File: config.mk
export PLATFORM = sky130hd
export DESIGN_NAME = mastermind_engine
export DESIGN_NICKNAME = d
export VERILOG_FILES = /design/src/rtl/mastermind_engine.sv
export SDC_FILE = /design/constraint.sdc
export NUM_CORES = 1
export LEC_CHECK = 0
export ABC_AREA = 1
export CAP_MARGIN = 20
export CORE_ASPECT_RATIO = 0.75
export CORE_MARGIN = 5
export CORE_UTILIZATION = 46
export DETAILED_ROUTE_END_ITERATION = 8
export GPL_ROUTABILITY_DRIVEN = 0
export PLACE_DENSITY = 0.74
export SETUP_SLACK_MARGIN = 0.2
export SYNTH_ARGS = -nofsm -noshare
export SYNTH_HDL_FRONTEND = slang
export SYNTH_SLANG_ARGS = --single-unit
File: constraint.sdc
create_clock -name Clk -period 3.25 [get_ports Clk]
set_input_delay 0.65 -clock Clk [delete_from_list [all_inputs] [get_ports Clk]]
set_output_delay 0.65 -clock Clk [all_outputs]
set_load 0.01 [all_outputs]
File: src/rtl/mastermind_engine.sv
// Mastermind scoring engine: cursor-driven guess editing, serial exact/partial
// scoring with per-colour histograms, and a history write per scored guess.
module mastermind_engine #(
   parameter int SLOTS       = 4,
   parameter int COLOR_W     = 3,
   parameter int MAX_GUESSES = 8,
   localparam int CNT_W      = $clog2(SLOTS + 1),
   localparam int GN_W       = $clog2(MAX_GUESSES),
   localparam int CUR_W      = $clog2(SLOTS)
) (
   input  logic                              Clk,
   input  logic                              Reset_n,
   input  logic [SLOTS*COLOR_W-1:0]          secret,
   input  logic [COLOR_W-1:0]                color_in,
   input  logic                              new_game,
   input  logic                              confirm_color,
   input  logic                              check_guess,
   input  logic                              btn_left,
   input  logic                              btn_right,
   output logic [CUR_W-1:0]                  cursor,
   output logic [SLOTS*COLOR_W-1:0]          current_guess,
   output logic [GN_W-1:0]                   guess_num,
   output logic [CNT_W-1:0]                  exact_cnt,
   output logic [CNT_W-1:0]                  partial_cnt,
   output logic                              fb_valid,
   output logic                              guess_err,
   output logic                              hist_we,
   output logic [GN_W-1:0]                   hist_addr,
   output logic [SLOTS*COLOR_W+2*CNT_W-1:0]  hist_data,
   output logic                              q_Start,
   output logic                              q_Input,
   output logic                              q_Check,
   output logic                              q_DoneC,
   output logic                              q_DoneNC
);

   localparam int NCOL  = 1 << COLOR_W;
   localparam int IDX_W = (COLOR_W > CUR_W) ? COLOR_W : CUR_W;

   localparam logic [CUR_W-1:0] LAST_CUR  = CUR_W'(SLOTS - 1);
   localparam logic [IDX_W-1:0] LAST_SLOT = IDX_W'(SLOTS - 1);
   localparam logic [IDX_W-1:0] LAST_COL  = IDX_W'(NCOL - 1);
   localparam logic [IDX_W-1:0] ONE_IDX   = IDX_W'(1);
   localparam logic [GN_W-1:0]  LAST_GN   = GN_W'(MAX_GUESSES - 1);
   localparam logic [GN_W-1:0]  ONE_GN    = GN_W'(1);
   localparam logic [CNT_W-1:0] FULL_CNT  = CNT_W'(SLOTS);
   localparam logic [CNT_W-1:0] ONE_CNT   = CNT_W'(1);

   typedef enum logic [2:0] {
      ST_START, ST_INPUT, ST_CHECK_EX, ST_CHECK_PC, ST_REPORT, ST_DONE_C, ST_DONE_NC
   } state_e;

   state_e                           state_q;
   logic [CUR_W-1:0]                 cursor_q, cursor_d;
   logic [COLOR_W-1:0]               guess_q [SLOTS];
   logic [COLOR_W-1:0]               guess_d [SLOTS];
   logic [COLOR_W-1:0]               secret_q [SLOTS];
   logic [GN_W-1:0]                  gn_q;
   logic [IDX_W-1:0]                 step_q;
   logic [CNT_W-1:0]                 ex_q, pc_q, exact_q, partial_q;
   logic [CNT_W-1:0]                 sh_q [NCOL];
   logic [CNT_W-1:0]                 gh_q [NCOL];
   logic                             fb_q, err_q;
   logic [GN_W-1:0]                  hist_addr_q;
   logic [SLOTS*COLOR_W+2*CNT_W-1:0] hist_data_q;
   logic [SLOTS*COLOR_W-1:0]         guess_flat;
   logic                             filled, restart;
   logic [COLOR_W-1:0]               sc, gc;
   logic [CNT_W-1:0]                 bin_min;

   always_comb begin
      guess_d = guess_q;
      if (confirm_color) guess_d[cursor_q] = color_in;

      cursor_d = cursor_q;
      if (btn_right && !btn_left)
         cursor_d = (cursor_q == LAST_CUR) ? '0 : cursor_q + CUR_W'(1);
      else if (btn_left && !btn_right)
         cursor_d = (cursor_q == '0) ? LAST_CUR : cursor_q - CUR_W'(1);

      filled = 1'b1;
      for (int unsigned i = 0; i < SLOTS; i++)
         if (guess_d[i] == '0) filled = 1'b0;

      guess_flat = '0;
      for (int unsigned i = 0; i < SLOTS; i++)
         guess_flat[i*COLOR_W +: COLOR_W] = guess_q[i];

      restart = new_game && (state_q inside {ST_START, ST_INPUT, ST_DONE_C, ST_DONE_NC});

      sc      = secret_q[step_q[CUR_W-1:0]];
      gc      = guess_q[step_q[CUR_W-1:0]];
      bin_min = (sh_q[step_q[COLOR_W-1:0]] < gh_q[step_q[COLOR_W-1:0]])
                ? sh_q[step_q[COLOR_W-1:0]] : gh_q[step_q[COLOR_W-1:0]];
   end

   always_ff @(posedge Clk or negedge Reset_n) begin
      if (!Reset_n) begin
         state_q     <= ST_START;
         cursor_q    <= '0;
         gn_q        <= '0;
         step_q      <= '0;
         ex_q        <= '0;
         pc_q        <= '0;
         exact_q     <= '0;
         partial_q   <= '0;
         fb_q        <= 1'b0;
         err_q       <= 1'b0;
         hist_addr_q <= '0;
         hist_data_q <= '0;
         for (int unsigned i = 0; i < SLOTS; i++) begin
            guess_q[i]  <= '0;
            secret_q[i] <= '0;
         end
         for (int unsigned c = 0; c < NCOL; c++) begin
            sh_q[c] <= '0;
            gh_q[c] <= '0;
         end
      end else begin
         fb_q  <= 1'b0;
         err_q <= 1'b0;
         if (restart) begin
            state_q   <= ST_INPUT;
            cursor_q  <= '0;
            gn_q      <= '0;
            exact_q   <= '0;
            partial_q <= '0;
            for (int unsigned i = 0; i < SLOTS; i++) begin
               guess_q[i]  <= '0;
               secret_q[i] <= secret[i*COLOR_W +: COLOR_W];
            end
         end else begin
            unique case (state_q)
               ST_INPUT: begin
                  // The write lands before the fill check, so a same-cycle
                  // confirm can complete the guess that is being submitted.
                  guess_q  <= guess_d;
                  cursor_q <= cursor_d;
                  if (check_guess) begin
                     if (filled) begin
                        state_q <= ST_CHECK_EX;
                        step_q  <= '0;
                        ex_q    <= '0;
                        pc_q    <= '0;
                        for (int unsigned c = 0; c < NCOL; c++) begin
                           sh_q[c] <= '0;
                           gh_q[c] <= '0;
                        end
                     end else begin
                        err_q <= 1'b1;
                     end
                  end
               end
               ST_CHECK_EX: begin
                  if (sc == gc) begin
                     ex_q <= ex_q + ONE_CNT;
                  end else begin
                     sh_q[sc] <= sh_q[sc] + ONE_CNT;
                     gh_q[gc] <= gh_q[gc] + ONE_CNT;
                  end
                  if (step_q == LAST_SLOT) begin
                     state_q <= ST_CHECK_PC;
                     step_q  <= ONE_IDX;
                  end else begin
                     step_q <= step_q + ONE_IDX;
                  end
               end
               ST_CHECK_PC: begin
                  // Colour 0 bins are never visited, so an empty secret slot cannot score.
                  pc_q <= pc_q + bin_min;
                  if (step_q == LAST_COL) state_q <= ST_REPORT;
                  else                    step_q  <= step_q + ONE_IDX;
               end
               ST_REPORT: begin
                  fb_q        <= 1'b1;
                  exact_q     <= ex_q;
                  partial_q   <= pc_q;
                  hist_addr_q <= gn_q;
                  hist_data_q <= {pc_q, ex_q, guess_flat};
                  if (ex_q == FULL_CNT) begin
                     state_q <= ST_DONE_C;
                  end else if (gn_q == LAST_GN) begin
                     state_q <= ST_DONE_NC;
                  end else begin
                     state_q  <= ST_INPUT;
                     gn_q     <= gn_q + ONE_GN;
                     cursor_q <= '0;
                     for (int unsigned i = 0; i < SLOTS; i++) guess_q[i] <= '0;
                  end
               end
               default: ;
            endcase
         end
      end
   end

   assign cursor        = cursor_q;
   assign current_guess = guess_flat;
   assign guess_num     = gn_q;
   assign exact_cnt     = exact_q;
   assign partial_cnt   = partial_q;
   assign fb_valid      = fb_q;
   assign hist_we       = fb_q;
   assign guess_err     = err_q;
   assign hist_addr     = hist_addr_q;
   assign hist_data     = hist_data_q;
   assign q_Start       = (state_q == ST_START);
   assign q_Input       = (state_q == ST_INPUT);
   assign q_Check       = (state_q inside {ST_CHECK_EX, ST_CHECK_PC, ST_REPORT});
   assign q_DoneC       = (state_q == ST_DONE_C);
   assign q_DoneNC      = (state_q == ST_DONE_NC);

endmodule

==> reports/summary.txt <==
Drt total wl: 19.54 mm
Port bufs: 73
Internal: 4.596 mW
Pin count of the biggest net entering global routing: 62
Power Dens Cells: 1080 nW/um2
Vias in the first global route: 6251
DRC: 0
Reg clk slew, reported paths: 0.06 ns
# nets final: 1053
1st-pass router iterations: 6
Die area: 17470 um2
Hold Fails Final Rpt: 0
Outcome: finished clean
Clock latency on the worst-skew pair: 0.42 ns
Comb pwr share: 55.9%
Most frequent cells in the layout: 309 x nand2_1, 117 x dfrtp_1, 90 x o21ai_0
Yosys warns: 0
CP max stage delay: 0.45 ns
Crit. End Element: flop
Tot GR Track Use: 23.22%
Worst-path cell chain: buf_6 -> a21oi_1 -> o21ai_0 -> nand2_1 -> nor2_1 -> a31oi_1 -> ha_1 -> nand3_1 -> nand2_1 -> nand2_1 -> o21ai_0 -> ha_1 -> fa_2 -> xnor2_2 -> nand3_1 -> nand2_1 -> o21ai_0
FP Rows: 38
CTS Buffer Depth: 2
Post-Syn Area: 6857 um2
Num CTS Buffers: 17
Crit share post-route: 90.42%
Tmin final: 2.939 ns
Die width: 151.0 um
XOR/XNOR Fraction of Synth Area: 0.2555%
Most common cell on crit path: nand2_1
Post-synthesis adder-cell area fraction: 3.577%
FF+latch count, synth: 118
Final worst slack: 0.3114 ns
Root Driver: clkbuf_16
Worst Max-Slew Pin Slew: 0.8381 ns
Core area: 14550 um2
Gr ovfl total: 0
Worst slew margin: 43.92%
Worst Path Max Fanout: 15
DP HPWL: 13.77 mm
Highest clock rate: 340.3 MHz
Detailed Route Iter0 Violations: 801
Main combinational cell family by area after synthesis: simple AND/OR/NAND/NOR gates
Setup violation total in the final timing report: 0
Hold Path Class: input port to async pin
Flop pwr share: 23.5%
Req. time, crit path: 3.54 ns
Num ports: 74
Synthesized instance count: 936
Diodes inserted: 0
Mapped Nets: 977
Post-synthesis compound-gate area fraction: 14.78%
Clk_skew: 0.01283 ns
Area Overhead vs Synth: 23.08%
Sink Count: 118
Worst setup path class: flop to flop
Most common cell after layout, fill and taps aside: nand2_1
RSZ-0062 raised after global routing: true
Initial Util: 47.13%
Detail Route Antenna Nets: 0
Max Cap Violations: 0
First-pass GRT wire length: 32.10 mm
Net Sw Frac: 49.56%
Clock power frac: 20.6%
Critical Path AT: 3.23 ns
H-tree depth: 4
DP Worst Slack: 0.2167 ns
Synth Area in Simple Gates: 30.42%
Mux contribution to synthesized area: 0%
Die Span Y: 115.7 um
Net switching power figure: 4.516 mW
CTS tree: built
Vias: 6670
Crit-path slowest cell: dfrtp_2
Syn avg cell area: 7.325 um2
Vias per cell: 5.445
Avg WL per Cell: 15.95 um
Count of cell types in the netlist: 35
Final-report max-slew violation count: 0
Leakage: 3.981 nW
Startpoint Class: flop
Setup_tns: 0 ns
Initial antenna violation count: 0
VDD IR max: 0.5182 mV
Sequential share of the synthesized area: 43.07%
Layout cell share with drive strength beyond 1: 9.366%
## area by class of cell
type                    count  area [um2]
inverters                  92       356.6
clock inverters            15       156.4
multi-input cells         693        3405
flip-flops and latches    118        2954
well taps                 200       250.2
fillers                  1336        6110
clock buffers              17       425.4
repair buffers             90       892.1
## kinds of logic (layout without fill, tap and decap cells)
family	after synthesis	in the layout
buffers and inverters	125	214
AOI/OAI and AO/OA	189	189
and+or+nand+nor	483	483
adders and majority gates	19	19
DFF	118	118
xor gates and xnor gates	2	2
## per-layer routing
layer	vias up	part of all wire (%)	track usage, %
li1	3227	-	-
met1	3094	47	34.94
met2	313	41	33.47
met3	36	10	5.708
met4	0	1.5	6.280
met5	-	0	0
## power by group through the flow
stage	clock network, mW	logic (mW)	registers, mW
after CTS	1.89	4.92	2.12
after floorplan	0	3.36	2.13
after global routing	1.96	5.69	2.18
after global placement	0	4.75	2.14
after detailed placement	0	4.85	2.13
final	1.88	5.09	2.14
## cell usage after synthesis (all sizes together)
library cell  instances  area share, %
a21boi                2           0.22
a21oi                25            1.8
a22oi                 8           0.88
a31oi                 2           0.18
buf                  17            2.0
clkbuf               16           0.88
clkinv                1          0.055
dfrtp               118             43
fa                    1           0.29
ha                   18            3.3
inv                  91            5.0
nand2               319             18
nand3                89            7.9
nand3b                2           0.22
nand4                 6           0.55
nor2                 61            3.4
nor3                  3           0.22
nor4                  2           0.18
o2111ai               2           0.26
o211ai                3           0.33
o21a                  2           0.22
o21ai               129            9.4
o22ai                16            1.5
or2                   1          0.091
xnor2                 2           0.26
## what timing repair did
| item | CTS | global route |
|---|---|---|
| endpoints found under the setup margin | 1 | 25 |
| resized for setup | 1 | 15 |
| pin swaps | 0 | 1 |
| cloned | 0 | 0 |
| hold buffers | 0 | 0 |
| setup buffers | 0 | 1 |
## critical path: cells and delay by family (launching register included)
kind                       cells  cell delay (ns)
adders and majority gates      3             0.85
and+or+nand+nor                7             0.57
buffers and inverters          1             0.16
xor gates and xnor gates       1             0.15
DFF                            1             0.45
AOI/OAI and AO/OA              5             0.62
## registers in the layout (all words and copies together), names as in the netlist
register / count
exact_cnt: 3
partial_cnt: 3
ex_q: 3
guess_num: 3
cursor: 2
current_guess: 12
step_q: 3
pc_q: 3
fb_valid: 1
state_q: 3
sh_q: 24
guess_err: 1
hist_addr: 3
gh_q: 24
secret_q: 12
hist_data: 18
## path summary, 6_finish.rpt
kind | from | endpoint | slack, ns | cells after the start
min in group Clk | hist_addr[0] | hist_addr[0] | 0.48 | 2
max in group asynchronous | Reset_n | gh_q[3] | 2.37 | 2
worst min register to register | hist_addr[0] | hist_addr[0] | 0.48 | 2
worst min-delay path | Reset_n | hist_data[7] | 0.16 | 1
worst max-delay path | step_q[0] | pc_q[2] | 0.31 | 17
worst max register to register | step_q[0] | pc_q[2] | 0.31 | 17
## per-stage QoR
| stage | utilization [%] | hold WS [ns] | total power, mW | instances | area, um2 |
|---|---|---|---|---|---|
| 2_1_floorplan | - | 0.3544 | 5.493 | 936 | 6862 |
| 3_3_place_gp | 53.59 | 0.4635 | 6.891 | 1192 | 7797 |
| 3_5_place_dp | 53.59 | 0.4685 | 6.980 | 1192 | 7797 |
| 4_1_cts | 57.62 | 0.1672 | 8.939 | 1224 | 8383 |
| 5_1_grt | 58.01 | 0.1845 | 9.836 | 1225 | 8439 |
| 6_report | 58.01 | 0.1567 | 9.112 | 1225 | 8439 |
Note: power is estimated with default switching activity, not from simulation.
